<file path="src/rtl/voice_alloc_pkg.sv">
// Shared types for the polyphonic voice allocator.
// FSM states, commit actions and the per-voice record.
package voice_alloc_pkg;

   localparam int unsigned VA_KEY_W  = 7;
   localparam int unsigned VA_FREQ_W = 24;
   localparam int unsigned VA_AGE_W  = 4;

   typedef enum logic [1:0] {
      ST_IDLE,
      ST_SCAN,
      ST_WAIT_TICK,
      ST_GAP
   } state_e;

   typedef enum logic [2:0] {
      ACT_NONE,
      ACT_RETRIG,
      ACT_ALLOC,
      ACT_STEAL,
      ACT_RELEASE
   } action_e;

   typedef struct packed {
      logic [VA_KEY_W-1:0]  key;
      logic [VA_FREQ_W-1:0] freq;
      logic [VA_AGE_W-1:0]  age;
      logic                 active;
      logic                 pending;
   } voice_rec_t;

endpackage

</file>
<file path="src/rtl/voice_allocator_if.sv">
// Note-event handshake between the event source and
// the voice allocator.
interface voice_allocator_if
   import voice_alloc_pkg::*;
#(
   parameter int KEY_W  = VA_KEY_W,
   parameter int FREQ_W = VA_FREQ_W
);
   logic              ev_valid;
   logic              ev_ready;
   logic              ev_note_on;
   logic [KEY_W-1:0]  ev_key;
   logic [FREQ_W-1:0] ev_freq;

   modport master (
      output ev_valid, ev_note_on, ev_key, ev_freq,
      input  ev_ready
   );

   modport slave (
      input  ev_valid, ev_note_on, ev_key, ev_freq,
      output ev_ready
   );
endinterface

</file>
<file path="src/rtl/voice_slot.sv">
// One synth voice's bookkeeping registers.
// CS is low while inactive or while a steal gap is pending.
module voice_slot
   import voice_alloc_pkg::*;
#(
   parameter int KEY_W  = VA_KEY_W,
   parameter int FREQ_W = VA_FREQ_W,
   parameter int AGE_W  = VA_AGE_W
) (
   input  logic              Clk,
   input  logic              Reset,
   input  logic              wr_i,
   input  action_e           act_i,
   input  logic [KEY_W-1:0]  key_i,
   input  logic [FREQ_W-1:0] freq_i,
   input  logic              age_inc_i,
   input  logic              gap_done_i,
   output logic              cs_o,
   output logic              active_o,
   output logic [KEY_W-1:0]  key_o,
   output logic [FREQ_W-1:0] freq_o,
   output logic [AGE_W-1:0]  age_o
);

   localparam logic [AGE_W-1:0] AGE_MAX = '1;

   logic [KEY_W-1:0]  key_q, key_d;
   logic [FREQ_W-1:0] freq_q, freq_d;
   logic [AGE_W-1:0]  age_q, age_d;
   logic              active_q, active_d;
   logic              pending_q, pending_d;

   // next voice contents from the committed action or aging
   always_comb begin
      key_d     = key_q;
      freq_d    = freq_q;
      age_d     = age_q;
      active_d  = active_q;
      pending_d = pending_q;
      if (wr_i) begin
         unique case (act_i)
            ACT_RETRIG: begin
               freq_d = freq_i;
               age_d  = '0;
            end
            ACT_ALLOC: begin
               key_d    = key_i;
               freq_d   = freq_i;
               age_d    = '0;
               active_d = 1'b1;
            end
            ACT_STEAL: begin
               key_d     = key_i;
               freq_d    = freq_i;
               age_d     = '0;
               pending_d = 1'b1;
            end
            ACT_RELEASE: active_d = 1'b0;
            default: ;
         endcase
      end else if (gap_done_i) begin
         pending_d = 1'b0;
      end else if (age_inc_i && active_q &&
                   age_q != AGE_MAX) begin
         age_d = age_q + 1'b1;
      end
   end

   // voice registers
   always_ff @(posedge Clk) begin
      if (Reset) begin
         key_q     <= '0;
         freq_q    <= '0;
         age_q     <= '0;
         active_q  <= 1'b0;
         pending_q <= 1'b0;
      end else begin
         key_q     <= key_d;
         freq_q    <= freq_d;
         age_q     <= age_d;
         active_q  <= active_d;
         pending_q <= pending_d;
      end
   end

   assign cs_o     = active_q & ~pending_q;
   assign active_o = active_q;
   assign key_o    = key_q;
   assign freq_o   = freq_q;
   assign age_o    = age_q;

endmodule

</file>
<file path="src/rtl/voice_allocator.sv">
// Polyphonic voice allocator: scans voices one per cycle,
// then commits retrig/alloc/steal/release on a sample tick.
module voice_allocator
   import voice_alloc_pkg::*;
#(
   parameter int NUM_VOICES = 4,
   parameter int FREQ_W     = VA_FREQ_W,
   parameter int KEY_W      = VA_KEY_W,
   parameter int AGE_W      = VA_AGE_W
) (
   input  logic                     Clk,
   input  logic                     Reset,
   input  logic                     sample_Clk_i,
   voice_allocator_if.slave         ev_s,
   output logic [NUM_VOICES-1:0]    voice_cs_o,
   output logic [NUM_VOICES*FREQ_W-1:0] voice_freq_o,
   output logic [$clog2(NUM_VOICES+1)-1:0] active_count_o,
   output logic                     busy_o
);

   localparam int IDX_W = $clog2(NUM_VOICES);
   localparam int CNT_W = $clog2(NUM_VOICES+1);
   localparam logic [IDX_W-1:0] LAST = IDX_W'(NUM_VOICES-1);

   state_e            state_q, state_d;
   logic [IDX_W-1:0]  idx_q, idx_d;
   logic              on_q, on_d;
   logic [KEY_W-1:0]  key_q, key_d;
   logic [FREQ_W-1:0] freq_q, freq_d;
   logic              mf_q, mf_d, ff_q, ff_d, of_q, of_d;
   logic [IDX_W-1:0]  mi_q, mi_d, fi_q, fi_d, oi_q, oi_d;
   logic [AGE_W-1:0]  oa_q, oa_d;
   action_e           act_q, act_d;
   logic [IDX_W-1:0]  tgt_q, tgt_d;
   logic [CNT_W-1:0]  cnt_q, cnt_d;

   logic ready, accept, last_scan;
   logic commit, gap_done;

   logic [NUM_VOICES-1:0] cs_a;
   logic [NUM_VOICES-1:0] active_a;
   logic [KEY_W-1:0]      key_a  [NUM_VOICES];
   logic [FREQ_W-1:0]     freq_a [NUM_VOICES];
   logic [AGE_W-1:0]      age_a  [NUM_VOICES];

   logic             cur_act;
   logic [KEY_W-1:0] cur_key;
   logic [AGE_W-1:0] cur_age;

   assign cur_act = active_a[idx_q];
   assign cur_key = key_a[idx_q];
   assign cur_age = age_a[idx_q];

   assign accept    = ready && ev_s.ev_valid;
   assign last_scan = (state_q == ST_SCAN) && (idx_q == LAST);

   // state register
   always_ff @(posedge Clk) begin
      if (Reset) state_q <= ST_IDLE;
      else       state_q <= state_d;
   end

   // next-state logic
   always_comb begin
      state_d = state_q;
      unique case (state_q)
         ST_IDLE:
            if (accept) state_d = ST_SCAN;
         ST_SCAN:
            if (last_scan)
               state_d = (act_d == ACT_NONE) ?
                         ST_IDLE : ST_WAIT_TICK;
         ST_WAIT_TICK:
            if (sample_Clk_i)
               state_d = (act_q == ACT_STEAL) ?
                         ST_GAP : ST_IDLE;
         ST_GAP:
            if (sample_Clk_i) state_d = ST_IDLE;
         default: state_d = ST_IDLE;
      endcase
   end

   // FSM outputs: handshake, busy and commit strobes
   always_comb begin
      ready    = (state_q == ST_IDLE);
      busy_o   = (state_q != ST_IDLE);
      commit   = (state_q == ST_WAIT_TICK) && sample_Clk_i;
      gap_done = (state_q == ST_GAP) && sample_Clk_i;
   end

   assign ev_s.ev_ready = ready;

   // scan bookkeeping and the final decision
   always_comb begin
      idx_d  = idx_q;
      on_d   = on_q;
      key_d  = key_q;
      freq_d = freq_q;
      mf_d   = mf_q;
      mi_d   = mi_q;
      ff_d   = ff_q;
      fi_d   = fi_q;
      of_d   = of_q;
      oi_d   = oi_q;
      oa_d   = oa_q;
      act_d  = act_q;
      tgt_d  = tgt_q;
      if (accept) begin
         on_d   = ev_s.ev_note_on;
         key_d  = ev_s.ev_key;
         freq_d = ev_s.ev_freq;
         idx_d  = '0;
         mf_d   = 1'b0;
         ff_d   = 1'b0;
         of_d   = 1'b0;
         mi_d   = '0;
         fi_d   = '0;
         oi_d   = '0;
         oa_d   = '0;
         act_d  = ACT_NONE;
      end else if (state_q == ST_SCAN) begin
         idx_d = idx_q + 1'b1;
         if (cur_act && !mf_q && cur_key == key_q) begin
            mf_d = 1'b1;
            mi_d = idx_q;
         end
         if (!cur_act && !ff_q) begin
            ff_d = 1'b1;
            fi_d = idx_q;
         end
         if (cur_act && (!of_q || cur_age > oa_q)) begin
            of_d = 1'b1;
            oi_d = idx_q;
            oa_d = cur_age;
         end
         if (last_scan) begin
            act_d = ACT_NONE;
            if (on_q) begin
               if (mf_d) begin
                  act_d = ACT_RETRIG;
                  tgt_d = mi_d;
               end else if (ff_d) begin
                  act_d = ACT_ALLOC;
                  tgt_d = fi_d;
               end else begin
                  act_d = ACT_STEAL;
                  tgt_d = oi_d;
               end
            end else if (mf_d) begin
               act_d = ACT_RELEASE;
               tgt_d = mi_d;
            end
         end
      end
   end

   // latched event and scan registers
   always_ff @(posedge Clk) begin
      if (Reset) begin
         idx_q  <= '0;
         on_q   <= 1'b0;
         key_q  <= '0;
         freq_q <= '0;
         mf_q   <= 1'b0;
         mi_q   <= '0;
         ff_q   <= 1'b0;
         fi_q   <= '0;
         of_q   <= 1'b0;
         oi_q   <= '0;
         oa_q   <= '0;
         act_q  <= ACT_NONE;
         tgt_q  <= '0;
      end else begin
         idx_q  <= idx_d;
         on_q   <= on_d;
         key_q  <= key_d;
         freq_q <= freq_d;
         mf_q   <= mf_d;
         mi_q   <= mi_d;
         ff_q   <= ff_d;
         fi_q   <= fi_d;
         of_q   <= of_d;
         oi_q   <= oi_d;
         oa_q   <= oa_d;
         act_q  <= act_d;
         tgt_q  <= tgt_d;
      end
   end

   for (genvar gv = 0; gv < NUM_VOICES; gv++) begin : g_voice
      logic sel;
      assign sel = (tgt_q == IDX_W'(gv));

      voice_slot #(
         .KEY_W  (KEY_W),
         .FREQ_W (FREQ_W),
         .AGE_W  (AGE_W)
      ) u_slot (
         .Clk        (Clk),
         .Reset      (Reset),
         .wr_i       (commit && sel),
         .act_i      (act_q),
         .key_i      (key_q),
         .freq_i     (freq_q),
         .age_inc_i  (commit && !sel &&
                      act_q != ACT_RELEASE),
         .gap_done_i (gap_done && sel),
         .cs_o       (cs_a[gv]),
         .active_o   (active_a[gv]),
         .key_o      (key_a[gv]),
         .freq_o     (freq_a[gv]),
         .age_o      (age_a[gv])
      );

      assign voice_freq_o[gv*FREQ_W +: FREQ_W] = freq_a[gv];
   end

   // population count of active voices
   always_comb begin
      cnt_d = '0;
      for (int i = 0; i < NUM_VOICES; i++)
         cnt_d = cnt_d + CNT_W'(active_a[i]);
   end

   // registered active count, one cycle behind commit
   always_ff @(posedge Clk) begin
      if (Reset) cnt_q <= '0;
      else       cnt_q <= cnt_d;
   end

   assign voice_cs_o     = cs_a;
   assign active_count_o = cnt_q;

endmodule

</file>
<file path="src/flat_wrapper.sv">
// flat-port wrapper written by rule: the top's interface ports become plain ports
module voice_allocator_flat import voice_alloc_pkg::*;
#(
   parameter int NUM_VOICES = 4,
   parameter int FREQ_W     = VA_FREQ_W,
   parameter int KEY_W      = VA_KEY_W,
   parameter int AGE_W      = VA_AGE_W
)
  (Clk, Reset, sample_Clk_i, voice_cs_o, voice_freq_o, active_count_o, busy_o, ev_s_ev_valid, ev_s_ev_note_on, ev_s_ev_key, ev_s_ev_freq, ev_s_ev_ready);
  voice_allocator_if #(.KEY_W(KEY_W), .FREQ_W(FREQ_W)) ev_s_i ();
  input  logic Clk;
  input  logic Reset;
  input  logic sample_Clk_i;
  output logic [NUM_VOICES-1:0] voice_cs_o;
  output logic [NUM_VOICES*FREQ_W-1:0] voice_freq_o;
  output logic [$clog2(NUM_VOICES+1)-1:0] active_count_o;
  output logic busy_o;
  input wire logic [$bits(ev_s_i.ev_valid)-1:0] ev_s_ev_valid;
  input wire logic [$bits(ev_s_i.ev_note_on)-1:0] ev_s_ev_note_on;
  input wire logic [$bits(ev_s_i.ev_key)-1:0] ev_s_ev_key;
  input wire logic [$bits(ev_s_i.ev_freq)-1:0] ev_s_ev_freq;
  output wire logic [$bits(ev_s_i.ev_ready)-1:0] ev_s_ev_ready;
  assign ev_s_i.ev_valid = ev_s_ev_valid;
  assign ev_s_i.ev_note_on = ev_s_ev_note_on;
  assign ev_s_i.ev_key = ev_s_ev_key;
  assign ev_s_i.ev_freq = ev_s_ev_freq;
  assign ev_s_ev_ready = ev_s_i.ev_ready;
  voice_allocator #(.NUM_VOICES(NUM_VOICES), .FREQ_W(FREQ_W), .KEY_W(KEY_W), .AGE_W(AGE_W)) u_core (.Clk(Clk), .Reset(Reset), .sample_Clk_i(sample_Clk_i), .ev_s(ev_s_i), .voice_cs_o(voice_cs_o), .voice_freq_o(voice_freq_o), .active_count_o(active_count_o), .busy_o(busy_o));
endmodule
</file>
<file path="config.mk">
export PLATFORM = sky130hd
export DESIGN_NAME = voice_allocator_flat
export DESIGN_NICKNAME = d
export VERILOG_FILES = /design/src/rtl/voice_alloc_pkg.sv /design/src/rtl/voice_allocator_if.sv /design/src/rtl/voice_slot.sv /design/src/rtl/voice_allocator.sv /design/src/flat_wrapper.sv
export SDC_FILE = /design/constraint.sdc
export NUM_CORES = 1
export LEC_CHECK = 0
export CAP_MARGIN = 20
export CORE_MARGIN = 2
export CORE_UTILIZATION = 48
export DETAILED_ROUTE_END_ITERATION = 6
export PLACE_DENSITY = 0.76
export SYNTH_ARGS = -nofsm -noshare
export SYNTH_HDL_FRONTEND = slang
export SYNTH_SLANG_ARGS = --single-unit
</file>
<file path="constraint.sdc">
create_clock -name Clk -period 2.8 [get_ports Clk]
set_clock_uncertainty 0.1 [all_clocks]
set_input_delay 0.42 -clock Clk [delete_from_list [all_inputs] [get_ports Clk]]
set_output_delay 0.42 -clock Clk [all_outputs]
set_load 0.01 [all_outputs]
</file>
==> summary.txt <==
Status
  – Outcome: completed

Logic synthesis
  – Cells after Synth: 980
  – Synth Flop Type: dfxtp_1
  – Most area-hungry cell type in the Yosys netlist: dfxtp_1
  – Mapped Avg Cell Area: 8.35 um2
  – Synth top area cells: dfxtp_1 (50%), nand2_1 (13%), a21oi_1 (9.5%), mux2i_1 (4.8%), clkbuf_1 (2.8%)
  – Synthesized flop and latch total: 205
  – Syn nets: 1028
  – Number of synthesized flops with an enable pin: 0
  – Post-synth top area share: 0.501
  – Synth warn: 0
  – Synth Cell Area: 8190 um2
  – Share of flip-flops with an asynchronous set or reset: 0
  – Sequential fraction of the synthesis area: 0.501
  – Library cells used by synthesis: 43

Run
  – Max cap viols: 0

Route
  – Vias/cell: 5.37
  – DR vias: 7165
  – Post-route ant nets: 0
  – TritonRoute pass-1 iters: 5
  – WL final: 22.0 mm
  – Drt drc: 0
  – Iteration-0 DRC Markers: 569
  – Avg WL per Cell: 16.5 um

Clock network
  – Clock Path Buffers: 3
  – TritonCTS Buffers: 22
  – Clk_lat worst skew: 0.51 ns
  – CTS Sinks: 205
  – Post-CTS setup buffers: 0
  – Clock transition at the registers of the reported paths: 0.06 ns
  – Root Buffer: clkbuf_16
  – Cts hold-fix bufs: 0
  – Htree depth: 1
  – Post-cts gate resize count: 0
  – TritonCTS clock tree: yes

Pwr
  – Pwr dens: 604 nW/um2
  – Leakage: 0.00366 uW
  – Worst vdd ir: 0.000404 V

STA
  – Fmax: 381 MHz
  – Transition time of the tightest slew-check pin: 0.655 ns
  – Slew Viols, Final: 0
  – Final Cycle Share: 0.938
  – Post-layout min period: 2.63 ns
  – Setup violations, final: 0
  – RSZ-0062 raised after global routing: false
  – Rel. slew slack: 0.563
  – Endpoints failing hold: 0
  – Setup TNS: 0 ns

Floorplanning
  – Die height: 135 um
  – Starting density of the core: 0.492
  – I/O pin cnt: 141
  – Core footprint: 16600 um2
  – DIE AREA: 18100 um2
  – Rows: 47
  – Die Wd: 135 um

Global routing
  – Vias in the first global route: 6715
  – Initial antenna violation count: 0
  – First-pass GRT wire length: 35.3 mm
  – Grt total ovfl: 0
  – Largest net degree at the start of global routing: 141
  – Total GRT Usage: 0.241

Finish
  – P&R area growth vs syn: 29.6%
  – Most common cell after layout, fill and taps aside: nand2_1
  – FF/Latch Area: 4110 um2
  – Antenna diode count: 0
  – Layout cells sized above 1: 0.0736
  – Multi-input gate area: 3790 um2
  – Finished Core Util: 0.638
  – Most frequent cells in the layout: nand2_1 (288), dfxtp_1 (204), a21oi_1 (155), clkdlybuf4s50_1 (139), nor2_1 (52)
  – Fill cells: 1387
  – Nets: 1146

Placed design
  – IO Port Bufs: 140
  – Final GP Congestion: 0.865
  – Post-DP HPWL: 14.2 mm

Worst setup path
  – Setup crit start: u_core.idx_q[0]
  – Crit path launch type: flop
  – Register-to-Register Path Depth: 8
  – Arr. time, crit path: 2.95 ns
  – Worst Setup EP: u_core.tgt_q[0]
  – FF-to-FF End: u_core.tgt_q[0]
  – CP max FO: 5
  – RR Startpoint: u_core.idx_q[0]
  – Setup crit end kind: flop
  – Kind of critical path: flop to flop
  – Reg2reg setup slack: 0.17 ns
  – WP data required: 3.12 ns

Hold path
  – Hold WC Path Type: input port to flop
==> how the worst min path moves through the flow <==
stage	slack (ns)	startpoint	cells after the start	endpoint
finish	0.19	Reset	4	u_core.tgt_q[1]
CTS	0.18	Reset	4	u_core.tgt_q[0]
global route	0.22	Reset	4	u_core.tgt_q[0]
floorplan	0.33	u_core.g_voice[0].u_slot.key_o[1]	2	u_core.g_voice[0].u_slot.key_o[1]
global placement	0.34	u_core.g_voice[2].u_slot.freq_o[8]	2	u_core.g_voice[2].u_slot.freq_o[8]
detailed placement	0.35	u_core.g_voice[1].u_slot.freq_o[5]	2	u_core.g_voice[1].u_slot.freq_o[5]
==> Yosys cell counts, types with 2 or more instances <==
cell and n:
a21oi_1 155, a311o_1 2, a31oi_1 3, a41o_1 4
buf_4 4, buf_6 2, clkbuf_1 60, dfxtp_1 205
ha_1 11, inv_1 13, mux2i_1 39, mux4_2 10
nand2_1 288, nand2b_1 6, nand3_1 19, nand3b_1 3
nand4_1 4, nor2_1 53, nor2b_1 11, nor3_1 25
o21ai_0 18, o31ai_1 2, or3_1 3, xnor2_1 12
xor2_1 10
==> area by class of cell <==
type                            count  area share
Inverter                           13     0.00460
Clock buffer                       32      0.0620
Clock inverter                      8      0.0146
Timing Repair Buffer              161       0.149
Sequential cell                   205       0.387
Tap cell                          220      0.0259
Multi-Input combinational cell    695       0.357
==> cell families after synthesis <==
logic type	share of synthesized area
compound gates	0.129
xor+xnor	0.0235
buf+inv	0.0405
flops	0.501
fa+ha+maj	0.0193
simple gates	0.211
mux	0.0752
==> critical path: stages (launching register included) <==
cell and delay, ns:
dfxtp_2 0.41, mux4_2 0.54, ha_1 0.31, o21ai_0 0.16, a21oi_1 0.06, o31a_1 0.30, nand3b_1 0.17, a311o_1 0.35
a31oi_1 0.16
==> flip-flops by register name, indices dropped and copies added, names as in the netlist, 3 cells and up <==
name	flops
u_core.g_voice.u_slot.freq_o	96
u_core.g_voice.u_slot.key_o	28
u_core.freq_q	24
u_core.g_voice.u_slot.age_o	16
u_core.key_q	7
u_core.g_voice.u_slot.active_o	4
u_core.g_voice.u_slot.pending_q	4
u_core.oa_q	4
u_core.act_q	3
u_core.active_count_o	3
==> metrics by stage <==
step / instances / power, uW / area, um2 / hold WS [ns] / worst slack, ns
floorplan: 980 / 3180 / 8190 / 0.333 / 0.0327
detailed placement: 1294 / 3290 / 9780 / 0.345 / 0.0871
global placement: 1294 / 3290 / 9780 / 0.341 / 0.145
CTS: 1334 / 6450 / 10600 / 0.175 / 0.0715
finish: 1334 / 6410 / 10600 / 0.187 / 0.172
global route: 1334 / 6610 / 10600 / 0.216 / 0.0135
==> power by group <==
group	total (uW)	internal [uW]	switching (uW)
clock	3180	2000	1170
combinational	236	100	136
sequential	3000	2950	48.1
total	6410	5050	1360
==> per-layer routing <==
| layer | wire length, um | up-vias | global-route usage |
|---|---|---|---|
| met5 | 0 | - | 0 |
| met2 | 10500 | 225 | 0.393 |
| met1 | 9630 | 3405 | 0.332 |
| met3 | 1690 | 18 | 0.0495 |
| li1 | - | 3517 | - |
| met4 | 224 | 0 | 0.0538 |
Power figures use the tool's default switching activity.
